`src/rtl/conv_pkg.sv`:
```
// conv_pkg: shared state encoding and default constants for the sample converter and its generator
package conv_pkg;
  localparam logic [1:0] S_IDLE = 2'd0;
  localparam logic [1:0] S_ACK = 2'd1;
  localparam logic [1:0] S_CONV = 2'd2;
  localparam int CONV_CYCLES_DEF = 4;
  localparam int MIN_VAL_DEF = 6;
endpackage

```
`src/rtl/conv_timer.sv`:
```
// conv_timer: 8-bit loadable down-counter (clock, reset, load, load_val, en in; zero out)
module conv_timer (
  input  logic       clock,
  input  logic       reset,
  input  logic       load,
  input  logic [7:0] load_val,
  input  logic       en,
  output logic       zero
);
  logic [7:0] cnt;
  always_ff @(posedge clock)
    cnt <= reset ? 8'd0 : load ? load_val : en ? cnt - 8'd1 : cnt;
  assign zero = cnt == 8'd0;
endmodule

```
`src/rtl/conv_numero.sv`:
```
// conv_numero: soc/eoc sample converter with MIN_VAL clamp (clock, reset, soc, x in; eoc, numero, clamped out)
module conv_numero
  import conv_pkg::*;
#(
  parameter int WIDTH = 8,
  parameter int CONV_CYCLES = CONV_CYCLES_DEF,
  parameter int MIN_VAL = MIN_VAL_DEF
) (
  input  logic             clock,
  input  logic             reset,
  input  logic             soc,
  input  logic [WIDTH-1:0] x,
  output logic             eoc,
  output logic [WIDTH-1:0] numero,
  output logic             clamped
);
  localparam logic [WIDTH-1:0] MIN_W = WIDTH'(MIN_VAL);
  logic [1:0] state;
  logic [WIDTH-1:0] xs;
  logic zero;
  logic lo;
  assign lo = xs < MIN_W;
  conv_timer u_timer (
    .clock(clock),
    .reset(reset),
    .load(state == S_ACK && !soc),
    .load_val(8'(CONV_CYCLES - 1)),
    .en(state == S_CONV && !zero),
    .zero(zero)
  );
  always_ff @(posedge clock)
    if (reset) begin
      state <= S_IDLE;
      eoc <= 1'b1;
      numero <= MIN_W;
      clamped <= 1'b0;
      xs <= '0;
    end else if (state == S_IDLE) begin
      if (soc) begin
        state <= S_ACK;
        eoc <= 1'b0;
      end
    end else if (state == S_ACK) begin
      if (!soc) begin
        xs <= x;
        state <= S_CONV;
      end
    end else if (zero) begin
      numero <= lo ? MIN_W : xs;
      clamped <= lo;
      eoc <= 1'b1;
      state <= S_IDLE;
    end
endmodule

```
`config.mk`:
```
export PLATFORM = sky130hd
export DESIGN_NAME = conv_numero
export DESIGN_NICKNAME = d
export VERILOG_FILES = /design/src/rtl/conv_pkg.sv /design/src/rtl/conv_timer.sv /design/src/rtl/conv_numero.sv
export SDC_FILE = /design/constraint.sdc
export NUM_CORES = 1
export LEC_CHECK = 0
export CORE_AREA = 2 2 72 74
export CTS_CLUSTER_DIAMETER = 60
export CTS_CLUSTER_SIZE = 10
export DETAILED_ROUTE_END_ITERATION = 12
export DIE_AREA = 0 0 74 76
export PLACE_DENSITY = 0.53
export SETUP_SLACK_MARGIN = 0.15
export SLEW_MARGIN = 25
export SYNTH_ARGS = -nofsm -noshare
export SYNTH_HDL_FRONTEND = slang
export SYNTH_SLANG_ARGS = --single-unit
```
`constraint.sdc`:
```
create_clock -name clock -period 2.1 [get_ports clock]
set_clock_uncertainty 0.2 [all_clocks]
set_input_delay 0.21 -clock clock [delete_from_list [all_inputs] [get_ports clock]]
set_output_delay 0.21 -clock clock [all_outputs]
set_load 0.05 [all_outputs]
```
==> impl_metrics.csv <==
group,metric,value,unit
synthesis,synth-xor-area-share,2.225,%
worst_setup_path,cpPeakStageDelay,0.82,ns
worst_setup_path,cpLargestDelayFamily,"buffers and inverters",
power_and_ir_drop,power.density,741.5,nW/um2
worst_setup_path,rr_endpoint,"u_timer.cnt[7]",
synthesis,synth-seq-cells,28,
routing,wl_per_cell,11.44,um
floorplan,io_pins,21,
power_and_ir_drop,power.total,1.171,mW
final_layout,area_growth,33.69,%
timing,setup_viol,0,
worst_setup_path,cp_max_fo,3,
synthesis,ys.flop_type,"dfxtp_1",
synthesis,yosysWarningCount,0,
routing,drc,0,
floorplan,placementRows,26,
timing,tns,0,ns
final_layout,final_cell_mix,"dfxtp_1 (26), clkdlybuf4s50_1 (20), nor2_1 (14)",
worst_setup_path,cp-end-kind,"output pin",
synthesis,syn_nets,145,
synthesis,syn_area,1181,um2
placement,dp_slack,0.1571,ns
floorplan,die_w,74,um
synthesis,ys_types,35,
hold_path,hp-start,"u_timer.cnt[0]",
routing,wirelength,2.575,mm
timing,slew_headroom,62.20,%
timing,period_minus_slack,1.876,ns
worst_setup_path,rr_startpoint,"u_timer.cnt[0]",
synthesis,synth_top_family_by_area,"simple AND/OR/NAND/NOR gates",
routing,drtPass1Iterations,4,
cts,cts-root-buf,"clkbuf_8",
floorplan,core,4912,um2
floorplan,dieArea,5624,um2
worst_setup_path,worstPathCellList,"clkdlybuf4s50_1",
hold_path,hold_depth,1,
routing,drtAntennaViolNets,0,
synthesis,synthMuxAreaShare,6.780,%
cts,cts_buffer_depth,2,
placement,dpl.hpwl,1.885,mm
synthesis,ys_async_sr_fraction,0,%
timing,drv_slew,0,
synthesis,synth-simple-area-share,22.14,%
final_layout,final_common_cell,"dfxtp_1",
synthesis,synthAdderAreaFrac,2.119,%
outcome,status,"finished clean",
global_routing,overflow,0,
timing,fmax,0.5331,GHz
routing,drt_iter0_drc,79,
timing,finalHoldViolations,0,
worst_setup_path,crit_required,1.69,ns
timing,setup_ws,0.2242,ns
cts,clk_pin_slew_worst_paths,0.10,ns
placement,routabilityCongestion,0.8257,
timing,period_share,89.32,%
global_routing,antenna_found_initial,0,
cts,postCtsHoldBufs,0,
worst_setup_path,rrSetupSlack,0.22,ns
global_routing,grt_first_pass_wirelength,4.526,mm
cts,clock-sinks,28,
hold_path,hp-class,"flop to flop",
global_routing,globalRouteTotalUtil,10.00,%
power_and_ir_drop,ir_drop,314.7,uV
cts,cts_buffers,3,
worst_setup_path,crit_buf_inv,1,
cts,htreeDepth,1,
routing,vias_per_cell,4.489,
placement,place.port_buffers,20,
routing,vias,1010,
worst_setup_path,cp_slowest_cell,"clkdlybuf4s50_1",
power_and_ir_drop,leakagePower,0.5651,nW
synthesis,synthCells,132,
floorplan,die_h,76,um
cts,cts_tree,"done",
job,max_cap_violations,0,
worst_setup_path,reg2reg_depth,6,
cts,clk_latency,0.27,ns
worst_setup_path,cp.arrival,1.47,ns
final_layout,layout.nets,169,
hold_path,min_to,"u_timer.cnt[0]",
final_layout,drive_gt1_share,14.19,%
worst_setup_path,critical_path_class,"flop to output pin",
timing,worst_pin_slew,0.5618,ns
floorplan,start_util,24.04,%
synthesis,avgSynthCellArea,8.948,um2
final_layout,postLayoutCoreUtil,32.14,%
final_layout,n_antenna_cell,0,
synthesis,synth_edf_count,0,
worst_setup_path,start_kind,"flop",
global_routing,grt_max_degree,17,
timing,rsz0062_at_grt,"no",
synthesis,synth-seq-area-share,47.46,%
global_routing,grt_pass1_vias,982,
synthesis,synth_compound_area_share,15.78,%
## synthesized netlist by cell type (3+ instances only)
| master | number | share of area [%] |
|---|---|---|
| xor2_1 | 3 | 2.2 |
| dfxtp_1 | 28 | 47 |
| nor3_1 | 7 | 3.0 |
| o21bai_1 | 3 | 1.9 |
| clkbuf_1 | 3 | 0.95 |
| nor2_1 | 14 | 4.4 |
| nand2_1 | 13 | 4.1 |
| a21oi_1 | 14 | 5.9 |
| mux2i_1 | 8 | 6.8 |
| o211ai_1 | 3 | 1.9 |
| inv_1 | 3 | 0.95 |
## registers in the layout (all words and copies together) (netlist names)
name / flops
eoc: 1
u_timer.cnt: 8
clamped: 1
numero: 8
xs: 8
state: 2
## per-stage QoR
step / std cells / area, um2 / hold WS (ns)
finish: 225 / 1579 / 0.2410
global route: 225 / 1579 / 0.2592
CTS: 224 / 1555 / 0.2657
detailed placement: 220 / 1481 / 0.2531
global placement: 220 / 1481 / 0.2450
floorplan: 132 / 1181 / 0.08931
## where the power goes
part / leakage, nW / switching, mW / internal, mW / total (mW)
combinational: 0.301 / 0.0937 / 0.0808 / 0.175
sequential: 0.228 / 0.0196 / 0.551 / 0.571
clock: 0.0357 / 0.170 / 0.255 / 0.426
## kinds of logic (layout without fill, tap and decap cells)
group | count (synthesis) | count (layout)
compound gates | 29 | 29
xor+xnor | 3 | 3
fa+ha+maj | 2 | 2
buf+inv | 10 | 33
flops | 28 | 28
mux | 8 | 8
simple gates | 52 | 52
## worst max path at each step
stage                   startpoint              to  slack, ns  cells after the start
finish                         eoc             eoc       0.22                      1
global route        u_timer.cnt[0]  u_timer.cnt[7]       0.15                      6
CTS                 u_timer.cnt[0]  u_timer.cnt[7]       0.18                      6
detailed placement  u_timer.cnt[0]       numero[0]       0.16                      6
global placement    u_timer.cnt[0]  u_timer.cnt[7]       0.24                      6
floorplan           u_timer.cnt[0]  u_timer.cnt[7]       0.30                      6
## repair_timing
item,in CTS,in global routing
endpoints found under the setup margin,4,16
setup buffers,0,1
pin swaps,0,1
gates resized for setup,2,6
## per-layer routing
layer	GRT usage, %	wire length, um	up-vias
met5	0	0	-
met4	2.545	26	0
met3	3.307	108	2
met2	15.80	1193	23
met1	13.01	1247	472
li1	-	-	513
## layout make-up
class / count / area [um2]
fillers: 527 / 3333
multi-input cells: 94 / 600.6
flip-flops and latches: 28 / 563.0
repair buffers: 26 / 245.2
well taps: 70 / 87.58
clock buffers: 3 / 41.29
clock inverters: 1 / 30.03
inverters: 3 / 11.26
No activity file was read; power rests on OpenSTA's default activity.
